## src/rtl/mem_bist.sv

```systemverilog
// mem_bist: built-in self-test controller for one `mem` instance.
//
// After `start` it runs four pattern phases against the memory: zeros,
// walking one, ones, and an address-derived "logic" pattern. Each target
// address goes through one step (write, read, compare). A full-array
// read-back check follows every step, except in the zeros phase, which is
// checked once after its last step. Expected data is computed from
// (phase, target, bit, address), so no shadow copy of the memory is kept.
// The run stops on the first mismatch and latches it.
//
// Ports:
//   clk, res      rising-edge clock, synchronous active-high reset
//   start         begin a run (sampled only in IDLE or DONE)
//   busy, done    run in progress / run finished (held)
//   pass          valid with done: 1 = no mismatch seen
//   fail_addr/exp/got  address, expected and read data of the first mismatch
//   mem_*         initiator side of the memory write/read interface
module mem_bist #(
    parameter int WIDTH = 8,
    parameter int DEPTH = 4
) (
    input  logic                     clk,
    input  logic                     res,
    input  logic                     start,
    output logic                     busy,
    output logic                     done,
    output logic                     pass,
    output logic [$clog2(DEPTH)-1:0] fail_addr,
    output logic [WIDTH-1:0]         fail_exp,
    output logic [WIDTH-1:0]         fail_got,
    output logic                     mem_req,
    output logic                     mem_wen,
    output logic                     mem_ren,
    output logic [1:0]               mem_size,
    output logic [$clog2(DEPTH)-1:0] mem_addr,
    output logic [WIDTH-1:0]         mem_wr_data,
    input  logic [WIDTH-1:0]         mem_rd_data
);

    localparam int AW = $clog2(DEPTH);
    localparam int JW = (WIDTH > 1) ? $clog2(WIDTH) : 1;
    localparam logic [AW-1:0] LAST_ADDR = AW'(DEPTH - 1);
    localparam logic [JW-1:0] LAST_BIT  = JW'(WIDTH - 1);

    typedef enum logic [2:0] {
        IDLE, WR, RD, CMP, CHK_RD, CHK_CMP, DONE
    } state_t;

    state_t            state_q, state_d;
    logic [1:0]        phase_q, phase_d;
    logic [AW-1:0]     idx_q, idx_d;     // target address i
    logic [JW-1:0]     bit_q, bit_d;     // walking-one position j
    logic [AW-1:0]     chk_q, chk_d;     // full-check address a
    logic              clr_q, clr_d;     // pending walking-one clear write

    logic              pass_d;
    logic [AW-1:0]     fail_addr_d;
    logic [WIDTH-1:0]  fail_exp_d, fail_got_d;
    logic              busy_d, done_d, wen_d, ren_d;
    logic [AW-1:0]     addr_d;
    logic [WIDTH-1:0]  wdata_d;

    logic [WIDTH-1:0]  cmp_exp;
    logic [AW-1:0]     cmp_addr;
    logic              mismatch;

    // Expected content of address a while testing target i with bit j.
    // The step pattern written to i is expected_word(ph, i, j, i).
    function automatic logic [WIDTH-1:0] expected_word(
        input logic [1:0]    ph,
        input logic [AW-1:0] ti,
        input logic [JW-1:0] tj,
        input logic [AW-1:0] ta
    );
        case (ph)
            2'd0:    return '0;
            2'd1:    return (ta == ti) ? (WIDTH'(1) << tj) : '0;
            2'd2:    return (ta <= ti) ? '1 : '0;
            default: return (ta <= ti) ? WIDTH'(DEPTH - 1 - int'(ta)) : '1;
        endcase
    endfunction

    assign mem_size = 2'b01;
    assign mem_req  = busy;

    // NOTE: every variable driven here gets a default first so that no path
    // leaves it unassigned; otherwise synthesis infers a latch.
    always_comb begin
        state_d     = state_q;
        phase_d     = phase_q;
        idx_d       = idx_q;
        bit_d       = bit_q;
        chk_d       = chk_q;
        clr_d       = clr_q;
        pass_d      = pass;
        fail_addr_d = fail_addr;
        fail_exp_d  = fail_exp;
        fail_got_d  = fail_got;

        cmp_addr = (state_q == CHK_CMP) ? chk_q : idx_q;
        cmp_exp  = expected_word(phase_q, idx_q, bit_q, cmp_addr);
        mismatch = (state_q inside {CMP, CHK_CMP}) && (mem_rd_data != cmp_exp);

        case (state_q)
            IDLE, DONE: begin
                if (start) begin
                    state_d     = WR;
                    phase_d     = 2'd0;
                    idx_d       = '0;
                    bit_d       = '0;
                    chk_d       = '0;
                    clr_d       = 1'b0;
                    pass_d      = 1'b0;
                    fail_addr_d = '0;
                    fail_exp_d  = '0;
                    fail_got_d  = '0;
                end
            end
            WR: begin
                if (clr_q) begin
                    // Clear write ends the walking-one run for this target;
                    // it is not read back by a step compare.
                    clr_d = 1'b0;
                    if (idx_q == LAST_ADDR) begin
                        phase_d = 2'd2;
                        idx_d   = '0;
                    end else begin
                        idx_d = idx_q + AW'(1);
                    end
                end else begin
                    state_d = RD;
                end
            end
            RD:     state_d = CMP;
            CMP: begin
                if (phase_q == 2'd0 && idx_q != LAST_ADDR) begin
                    // Zeros phase checks the array only once, at the end.
                    idx_d   = idx_q + AW'(1);
                    state_d = WR;
                end else begin
                    chk_d   = '0;
                    state_d = CHK_RD;
                end
            end
            CHK_RD: state_d = CHK_CMP;
            CHK_CMP: begin
                if (chk_q != LAST_ADDR) begin
                    chk_d   = chk_q + AW'(1);
                    state_d = CHK_RD;
                end else begin
                    state_d = WR;
                    case (phase_q)
                        2'd0: begin
                            phase_d = 2'd1;
                            idx_d   = '0;
                            bit_d   = '0;
                        end
                        2'd1: begin
                            if (bit_q == LAST_BIT) begin
                                bit_d = '0;
                                clr_d = 1'b1;
                            end else begin
                                bit_d = bit_q + JW'(1);
                            end
                        end
                        2'd2: begin
                            if (idx_q == LAST_ADDR) begin
                                phase_d = 2'd3;
                                idx_d   = '0;
                            end else begin
                                idx_d = idx_q + AW'(1);
                            end
                        end
                        default: begin
                            if (idx_q == LAST_ADDR) begin
                                state_d = DONE;
                                pass_d  = 1'b1;
                            end else begin
                                idx_d = idx_q + AW'(1);
                            end
                        end
                    endcase
                end
            end
            default: state_d = IDLE;
        endcase

        // First mismatch wins over any normal progression.
        if (mismatch) begin
            state_d     = DONE;
            pass_d      = 1'b0;
            fail_addr_d = cmp_addr;
            fail_exp_d  = cmp_exp;
            fail_got_d  = mem_rd_data;
        end

        // Outputs are registered from the next-state view so that they line
        // up with the state they describe.
        busy_d  = !(state_d inside {IDLE, DONE});
        done_d  = (state_d == DONE);
        wen_d   = (state_d == WR);
        ren_d   = (state_d inside {RD, CHK_RD});
        addr_d  = (state_d == CHK_RD) ? chk_d : idx_d;
        wdata_d = (state_d == WR && !clr_d) ? expected_word(phase_d, idx_d, bit_d, idx_d) : '0;
    end

    // NOTE: state registers use non-blocking assignments so that every flop
    // samples the pre-edge values regardless of statement order.
    always_ff @(posedge clk) begin
        if (res) begin
            state_q     <= IDLE;
            phase_q     <= 2'd0;
            idx_q       <= '0;
            bit_q       <= '0;
            chk_q       <= '0;
            clr_q       <= 1'b0;
            busy        <= 1'b0;
            done        <= 1'b0;
            pass        <= 1'b0;
            fail_addr   <= '0;
            fail_exp    <= '0;
            fail_got    <= '0;
            mem_wen     <= 1'b0;
            mem_ren     <= 1'b0;
            mem_addr    <= '0;
            mem_wr_data <= '0;
        end else begin
            state_q     <= state_d;
            phase_q     <= phase_d;
            idx_q       <= idx_d;
            bit_q       <= bit_d;
            chk_q       <= chk_d;
            clr_q       <= clr_d;
            busy        <= busy_d;
            done        <= done_d;
            pass        <= pass_d;
            fail_addr   <= fail_addr_d;
            fail_exp    <= fail_exp_d;
            fail_got    <= fail_got_d;
            mem_wen     <= wen_d;
            mem_ren     <= ren_d;
            mem_addr    <= addr_d;
            mem_wr_data <= wdata_d;
        end
    end

endmodule

```

## config.mk

```make
export PLATFORM = sky130hd
export DESIGN_NAME = mem_bist
export DESIGN_NICKNAME = d
export VERILOG_FILES = /design/src/rtl/mem_bist.sv
export SDC_FILE = /design/constraint.sdc
export NUM_CORES = 1
export LEC_CHECK = 0
export CORE_ASPECT_RATIO = 0.5
export CORE_UTILIZATION = 40
export DETAILED_ROUTE_END_ITERATION = 6
export GPL_ROUTABILITY_DRIVEN = 0
export PLACE_DENSITY = 0.66
export SYNTH_ARGS = -nofsm -noshare
export SYNTH_HDL_FRONTEND = slang
export SYNTH_SLANG_ARGS = --single-unit
```

## constraint.sdc

```tcl
create_clock -name clk -period 3.1 [get_ports clk]
set_input_delay 0.93 -clock clk [delete_from_list [all_inputs] [get_ports clk]]
set_output_delay 0.93 -clock clk [all_outputs]
set_load 0.01 [all_outputs]
```

=== After elaboration in Yosys (flattened, before gate mapping) ===
Index checks and enable logic that the tools add are counted.

* Flip-flop bits (word level): 46
* Logic and storage cells: 129

* $add $sub $neg: 5
* Magnitude comparators: 2
* Equality and inequality tests: 24
* Shift operators: 2
* Mux-type cells: 58
* Bitwise operators: 1
* Reductions and logical operators: 21

{| class="wikitable"
|+ Operators by type and width
! kind !! number
|-
| 8-bit two-way mux || 9
|-
| 8-bit one-hot mux with 3 select lines || 2
|-
| 2-bit two-way mux || 19
|-
| 3-bit two-way mux || 10
|-
| 3-bit == test, second input constant || 6
|-
| 2-bit one-hot mux with 3 select lines || 3
|-
| 3-bit one-hot mux with 6 select lines || 1
|-
| 1-bit by 3-bit left shift with 8-bit output, first input constant || 2
|-
| 3-bit one-hot mux with 2 select lines || 2
|-
| 2-bit nonzero test || 6
|-
| 2-bit inequality test, second input constant || 5
|-
| 3-bit by 2-bit == test with 1-bit output, second input constant || 3
|-
| 1-bit two-way mux || 8
|-
| 8-bit inequality test || 1
|-
| 2-bit one-hot mux with 4 select lines || 1
|-
| 2-bit == test, second input constant || 3
|-
| 3-bit by 1-bit == test with 1-bit output, second input constant || 2
|-
| 3-bit logical NOT || 2
|-
| 2-bit OR reduction || 3
|-
| 2-bit by 2-bit subtractor with 3-bit output, first input constant || 2
|-
| 5-bit AND reduction || 1
|-
| 2-bit by 1-bit adder with 2-bit output, second input constant || 2
|-
| 2-bit by 1-bit == test with 1-bit output, second input constant || 2
|-
| 2-bit <= comparator || 2
|-
| other kinds (12) || 16
|}

=== Depth between registers and ports, before layout ===
Gate-level depths: netlist of the first run.

* Word-level depth: 12
* Depth in mapped cells: 15
* Mapped depth without buffers: 12

=== Worst setup path before layout of the first run ===
Ideal clock, no wire load.

* Path type: register to register
* Start: register state_q[2]
* End: register mem_wr_data[2]
* Setup time: 0.139 ns
* Arrival: 2.881 ns
* Data required time: 2.961 ns
* Slack: 0.080 ns
* Stages on the path, launching flop included: 15
* Buffers on the path: 3
* Period minus slack after synthesis: 3.020 ns
* Cell sequence: dfxtp_1 buf_2 nand3b_4 a21oi_1 inv_1 ha_1 and2b_1 o21ai_2 a22oi_1 or3_1 and4_1 buf_6 a31oi_4 buf_6 nor4_2

* Longest elaborated chain between the ends: 12
* Elaborated cells on any way between the ends: 41

{| class="wikitable"
|+ RTL lines
! element !! line !! source
|-
| start, declared || 49 || <nowiki>state_t state_q, state_d;</nowiki>
|-
| start signal, assigned || 228 || <nowiki>state_q <= state_d;</nowiki>
|-
| 3-bit == test || 100, 102, 104 ||
|-
| 2-bit two-way mux || 100 || <nowiki>cmp_addr = (state_q == CHK_CMP) ? chk_q : idx_q;</nowiki>
|-
| 2-bit by 2-bit subtractor with 3-bit output, or another cell as far along || 79 || <nowiki>default: return (ta <= ti) ? WIDTH'(DEPTH - 1 - int'(ta)) : '1;</nowiki>
|-
| 8-bit two-way mux, on equally long branches || 79, 77, 78 ||
|-
| 8-bit one-hot mux with 3 select lines || 75 || <nowiki>case (ph)</nowiki>
|-
| 8-bit inequality test || 102 || <nowiki>mismatch = (state_q inside {CMP, CHK_CMP}) && (mem_rd_data != cmp_exp);</nowiki>
|-
| 1-bit logical AND || 102 ||
|-
| 3-bit two-way mux || 189 || <nowiki>if (mismatch) begin</nowiki>
|-
| 3-bit by 1-bit == test with 1-bit output || 204 || <nowiki>wdata_d = (state_d == WR && !clr_d) ? expected_word(phase_d, idx_d, bit_d, idx_d) : '0;</nowiki>
|-
| 1-bit logical AND || 204 ||
|-
| 1-bit NOT (no source line) || n/a ||
|-
| 2-bit OR reduction (no source line) || n/a ||
|-
| end signal, assigned || 243 || <nowiki>mem_wr_data <= wdata_d;</nowiki>
|-
| end, declared || 36 || <nowiki>output logic [WIDTH-1:0] mem_wr_data,</nowiki>
|}

Several ways; a longest one is shown, not always the timed one.
A chain may end at the register's enable or synchronous reset.

=== Final worst setup path of the first run ===
* Start: register state_q[1]
* End: register state_q[0]

* Longest elaborated chain between the ends: 8
* Elaborated cells on any way between the ends: 21

{| class="wikitable"
|+ RTL lines
! element !! line
|-
| 3-bit == test || 100, 102, 104
|-
| 2-bit two-way mux || 100
|-
| 2-bit by 2-bit subtractor with 3-bit output, or another cell as far along || 79
|-
| 8-bit two-way mux, on equally long branches || 79, 77, 78
|-
| 8-bit one-hot mux with 3 select lines || 75
|-
| 8-bit inequality test || 102
|-
| 1-bit logical AND || 102
|-
| 3-bit two-way mux (*) || 189
|}

Mark *: on every way between the ends. The rest lies on a longest branch, timed or not.

==> impl_metrics.tcl, run 1 <==
set metrics [dict create \
    status "complete, no violations" \
    synth.distinct_cells 69 \
    synth_top_family_by_area "simple AND/OR/NAND/NOR gates" \
    first_global_vias 2920 \
    syn_to_final_growth_pct 30.7 \
    fp-row-count 22 \
    clkTransAtPathRegs_ns 0.06 \
    cts_buffers 5 \
    firstDrtPassIters 5 \
    initial_core_util 0.422 \
    track_usage 0.230 \
    cap_violations 0 \
    min_to "fail_exp[5]" \
    synth_edf_count 0 \
    grtUsageMet1 0.341 \
    synthesis.nets 434 \
    yosys-mux-area-fraction 0.00713 \
    synth_flop_cell "dfxtp_1" \
    antenna_found_initial 0 \
    drc_errors 0 \
    skew_ns 0.00796 \
    final_nets 492 \
    holdPathStages 2 \
    die_x_um 128 \
    clock_sinks 46 \
    use_met3 0.0611 \
    synthXorXnorAreaFrac 0.00555 \
    hold_class "reg -> reg" \
    layout_setup_ws_ns 0.129 \
    root_buffer "clkbuf_16" \
    ys_ff_latch 46 \
    crit_required_ns 3.25 \
    worstReg2RegEnd "state_q[0]" \
    r2r_start "state_q[1]" \
    yosysTopAreaCell "dfxtp_1" \
    vias_per_cell 5.76 \
    io_buffers 44 \
    synth-async-reset-ratio 0 \
    drive_above_1_share 0.162 \
    overflow 0 \
    cts_max_level 2 \
    yosys_warnings 0 \
    cp-start-kind "register" \
    io_pins 47 \
    cts.path.max_buffers 2 \
    path_max_fanout 6 \
    ys_seq_area_frac 0.292 \
    synth_compound_area_frac 0.250 \
    rr_worst_depth 14 \
    hpwl_um 6510 \
    n_antenna_cell 0 \
    setup_viol 0 \
    cts_tree "built" \
    cp-end-kind "register" \
    netlist_area_mm2 0.00316 \
    place_inst 569 \
    core-area_mm2 0.00749 \
    drv_slew 0 \
    relSlewSlack 0.573 \
    grt_pass1_wl_um 15000 \
    yosys.area_share.simple 0.331 \
    clock.fmax_mhz 337 \
    grt_start_max_net_pins 32 \
    irDropWorstVdd_mv 0.362 \
    top_usage_layer "met1" \
    synthCells 412 \
    hp-start "fail_exp[5]" \
    clk_latency_ns 0.29 \
    finalCriticalPeriod_ns 2.97 \
    finalHoldViolCount 0 \
    r2r_slack_ns 0.13 \
    first_iter_violations 216 \
    dp_worst_setup_slack_ns -0.00328 \
    worstPathArrival_ns 3.12 \
    drt_wl_total_um 9200 \
    n_fill_cell 705 \
    netlist.area_leader.share 0.292 \
    die_h_um 64.8 \
    synth_top_cells_by_area "dfxtp_1, nor2_1, nand2_1" \
    synth_area_per_cell_um2 7.67 \
    p_per_area_mw_per_mm2 497 \
    synth_adder_area_share 0.0436 \
    p_leak_nw 1.49 \
    final.period_utilization 0.958 \
    worst_pin_slew_ns 0.632 \
    grt_use_met2 0.329 \
    avgRoutedWirePerCell_um 15.9 \
    die_area_mm2 0.00828 \
    ant_nets 0 \
    critical_path_class "reg -> reg" \
    stdcell_count 578 \
    vias 3327 \
]
layout by cell type, fill, tap and decap left out, types with 9 or more instances in the layout:
cell type / count
a21oi_1: 18
a32oi_1: 15
buf_4: 34
clkdlybuf4s50_1: 43
dfxtp_1: 46
ha_1: 9
inv_1: 18
nand2_1: 43
nand3_1: 17
nand4_1: 15
nor2_1: 44
nor3_1: 12
nor3b_1: 9
o21ai_0: 17
cells by family (layout without fill, tap and decap cells):
family,count (synthesis),after routing
other,2,2
buffers and inverters,50,108
adder cells (fa/ha/maj),11,11
multiplexers,1,1
AND/OR/NAND/NOR,192,192
XOR/XNOR,2,2
flip-flops,46,46
AO/OA/AOI/OAI,108,108
stage by stage:
step	cell area (um^2)	hold WS [ns]	total power, mW	TNS, ns	util
detailed placement	3880	0.466	1.49	-0.00328	0.518
floorplan	3160	0.501	1.18	0	-
global placement	3880	0.463	1.49	0	0.518
finish	4130	0.473	2.05	0	0.551
CTS	4010	0.475	1.99	0	0.536
global route	4130	0.497	2.16	-0.0274	0.551
registers in the layout, indices dropped and copies added, names as in the netlist, 3 cells and up:
| name | cells |
|---|---|
| mem_wr_data | 8 |
| bit_q | 3 |
| state_q | 3 |
| fail_got | 8 |
| fail_exp | 8 |
timing repair:
action,in CTS,in global routing
setup buffers,0,0
gates resized for setup,1,23
hold buffers,0,0
pin swaps,0,1
cloned,0,2
endpoints found under the setup margin,2,36
worst max-delay path: stages, from the launching register on:
cell and delay [ns]:
dfxtp_1 0.33, nand3b_4 0.17, nor2_1 0.06, a21oi_2 0.15, inv_2 0.07, ha_4 0.30, and2b_2 0.18, o21ai_1 0.08
buf_4 0.14, and3b_1 0.19, or3_4 0.38, and4_4 0.20, a31oi_4 0.31, clkbuf_16 0.23, nor3b_1 0.05
report_power, final:
part | internal [mW] | leakage, nW | switching, mW
logic | 0.344 | 1.05 | 0.527
registers | 0.646 | 0.372 | 0.0332
clock network | 0.295 | 0.0640 | 0.207
how the worst max path moves through the flow:
| stage | from | to | slack, ns |
|---|---|---|---|
| floorplan | state_q[2] | mem_wr_data[2] | 0.08 |
| global placement | start | mem_wr_data[0] | 0.04 |
| detailed placement | start | mem_ren | -0.003 |
| CTS | state_q[1] | mem_ren | 0.03 |
| global route | state_q[1] | mem_wr_data[0] | -0.01 |
| finish | state_q[1] | state_q[0] | 0.13 |
cell usage after synthesis (all sizes together), types with 6 or more instances:
| library cell | count |
|---|---|
| dfxtp | 46 |
| nor2 | 46 |
| nand2 | 43 |
| o21ai | 22 |
| clkbuf | 21 |
| a21oi | 20 |
| inv | 19 |
| nand3 | 17 |
| a32oi | 15 |
| nand4 | 15 |
| nor3 | 13 |
| ha | 11 |
| buf | 10 |
| nor3b | 9 |
| nor4 | 8 |
| a31oi | 7 |
| o32ai | 7 |
| and2 | 6 |
metal layers:
metal / share of wire / wire length (um) / vias up
li1: - / - / 1642
met5: 0 / 0 / -
met3: 0.095 / 877 / 2
met2: 0.40 / 3650 / 157
met1: 0.50 / 4650 / 1526
met4: 0.0032 / 29 / 0
area by class of cell:
class	count	area, um^2	area share
flip-flops and latches	46	921	0.223
inverters	19	71.3	0.0173
multi-input cells	316	2100	0.509
clock buffers	7	133	0.0321
repair buffers	82	767	0.186
well taps	108	135	0.0327
Note: power is estimated with default switching activity, not from simulation.
==> inputs of run 2 (changes only) <==
- CELL_PAD_IN_SITES_DETAIL_PLACEMENT: unset -> 1
- CELL_PAD_IN_SITES_GLOBAL_PLACEMENT: unset -> 1
- MAX_ROUTING_LAYER: unset -> met4
- PLACE_DENSITY: 0.66 -> 0.82
- clock period: 3.1 -> 3.6 ns (I/O delays scaled with it)
==> impl_metrics.tcl, run 2 (same netlist as run 1, synthesis figures left out) <==
set metrics [dict create \
    grt_pass1_wl_um 17100 \
    combPwrFrac 0.380 \
    layout_setup_ws_ns 0.296 \
    io_buffers 44 \
    first_global_vias 3333 \
    dp_worst_setup_slack_ns 0.203 \
    cts.path.max_buffers 2 \
    clock_sinks 46 \
    avgRoutedWirePerCell_um 18.6 \
    p_sw_frac 0.372 \
    clkTransAtPathRegs_ns 0.06 \
    skew_ns 0.00320 \
    p_per_area_mw_per_mm2 461 \
    final_common_cell "dfxtp_1" \
    ant_nets 0 \
    finalHoldViolCount 0 \
    worst_pin_slew_ns 1.08 \
    path_max_fanout 8 \
    io_pins 47 \
    seqPwrFrac 0.327 \
    initial_core_util 0.422 \
    first_iter_violations 208 \
    clockPowerShare 0.294 \
    n_antenna_cell 0 \
    antenna_found_initial 0 \
    cp-end-kind "register" \
    cap_violations 0 \
    stdcell_count 559 \
    worstPathArrival_ns 3.53 \
    cts_tree "built" \
    irDropWorstVdd_mv 0.225 \
    die_h_um 64.8 \
    firstDrtPassIters 4 \
    finalCriticalPeriod_ns 3.30 \
    relSlewSlack 0.280 \
    fp-row-count 22 \
    drv_slew 0 \
    cts_buffers 5 \
    final.period_utilization 0.918 \
    p_int_mw 1.13 \
    top_regs "fail_exp: 8 flops, fail_got: 8 flops, mem_wr_data: 8 flops" \
    hold_class "reg -> reg" \
    drt_wl_total_um 10400 \
    clock.fmax_mhz 303 \
    drive_above_1_share 0.0976 \
    worst_path_largest_cell_delay_ns 0.59 \
    vias_per_cell 5.96 \
    final_nets 472 \
    seqCellArea_um2 921 \
    critical_path_class "reg -> reg" \
    grt_start_max_net_pins 25 \
    die_x_um 128 \
    status "complete, no violations" \
    setup_viol 0 \
    core-area_mm2 0.00749 \
    hpwl_um 7660 \
    die_area_mm2 0.00828 \
    cts-hold-fix-buffers 0 \
    root_buffer "clkbuf_16" \
    place_inst 549 \
    mostFrequentLayoutCells "dfxtp_1, nor2_1, clkdlybuf4s50_1" \
    multi_input_area_mm2 0.00203 \
    p_leak_nw 1.38 \
    r2r_slack_ns 0.30 \
    crit_required_ns 3.82 \
    track_usage 0.272 \
    switchingPower_mw 0.673 \
    cp-start-kind "register" \
    drc_errors 0 \
    path_cells "nand3b_4 -> a21oi_2 -> inv_1 -> ha_1 -> and2b_1 -> o21ai_2 -> nand2_1 -> o31a_1 -> a2111oi_1 -> nand3_1 -> a21oi_1" \
    n_fill_cell 927 \
    crit_slowest_cell "a2111oi_1" \
    cts_max_level 2 \
    syn_to_final_growth_pct 24.0 \
    vias 3332 \
    fin_setup_tns_ns 0 \
    overflow 0 \
    clk_latency_ns 0.29 \
]
-- run 2: layer usage --
layer | track usage | vias to the layer above | share of wire
li1 | - | 1605 | -
met2 | 0.431 | 103 | 0.45
met1 | 0.361 | 1613 | 0.49
met5 | - | - | 0
met3 | 0.0545 | 11 | 0.055
met4 | 0.0559 | 0 | 0.0090
-- run 2: metrics by stage --
stage               power, mW  hold slack, ns  utilization  area, um^2
global placement         1.24           0.467        0.497        3720
finish                   1.81           0.487        0.523        3920
global route             1.91           0.496        0.523        3920
floorplan                1.02           0.501            -        3160
detailed placement       1.27           0.480        0.497        3720
CTS                      1.80           0.489        0.519        3890
-- run 2: power groups by stage --
stage	clock network, mW	logic [mW]	registers (mW)
finish	0.531	0.686	0.590
global route	0.565	0.743	0.597
CTS	0.541	0.670	0.590
detailed placement	0	0.666	0.601
global placement	0	0.646	0.597
floorplan	0	0.404	0.612
-- run 2: repair_timing --
action / in CTS / in global routing
hold endpoints to repair: 0 / 0
setup buffers: 0 / 2
resized for setup: 0 / 8
endpoints found under the setup margin: 0 / 21
-- run 2: worst paths after layout --
| check | from | endpoint | cells after the start |
|---|---|---|---|
| max | state_q[2] | mem_addr[0] | 11 |
| min | fail_exp[5] | fail_exp[5] | 2 |
| max reg2reg | state_q[2] | mem_addr[0] | 11 |
| min reg2reg | fail_exp[5] | fail_exp[5] | 2 |
-- run 2: cell type report --
type,instances,area share
clock buffer,6,0.0329
clock inverter,2,0.00959
multi-input combinational,316,0.519
sequential,46,0.235
tap,108,0.0345
inverter,19,0.0182
timing repair buffer,62,0.150
-- run 2: worst max-delay path: cells and delay by family, from the launching register on --
kind	cells	cell delay, ns
buf+inv	1	0.09
simple gates	4	0.71
fa+ha+maj	1	0.35
flops	1	0.38
compound gates	5	1.70
==> inputs of run 3 (changes only) <==
- SKIP_LAST_GASP: unset -> 1
==> results of run 3 <==
Final layout, timing and power as in run 2 (identical DEF).
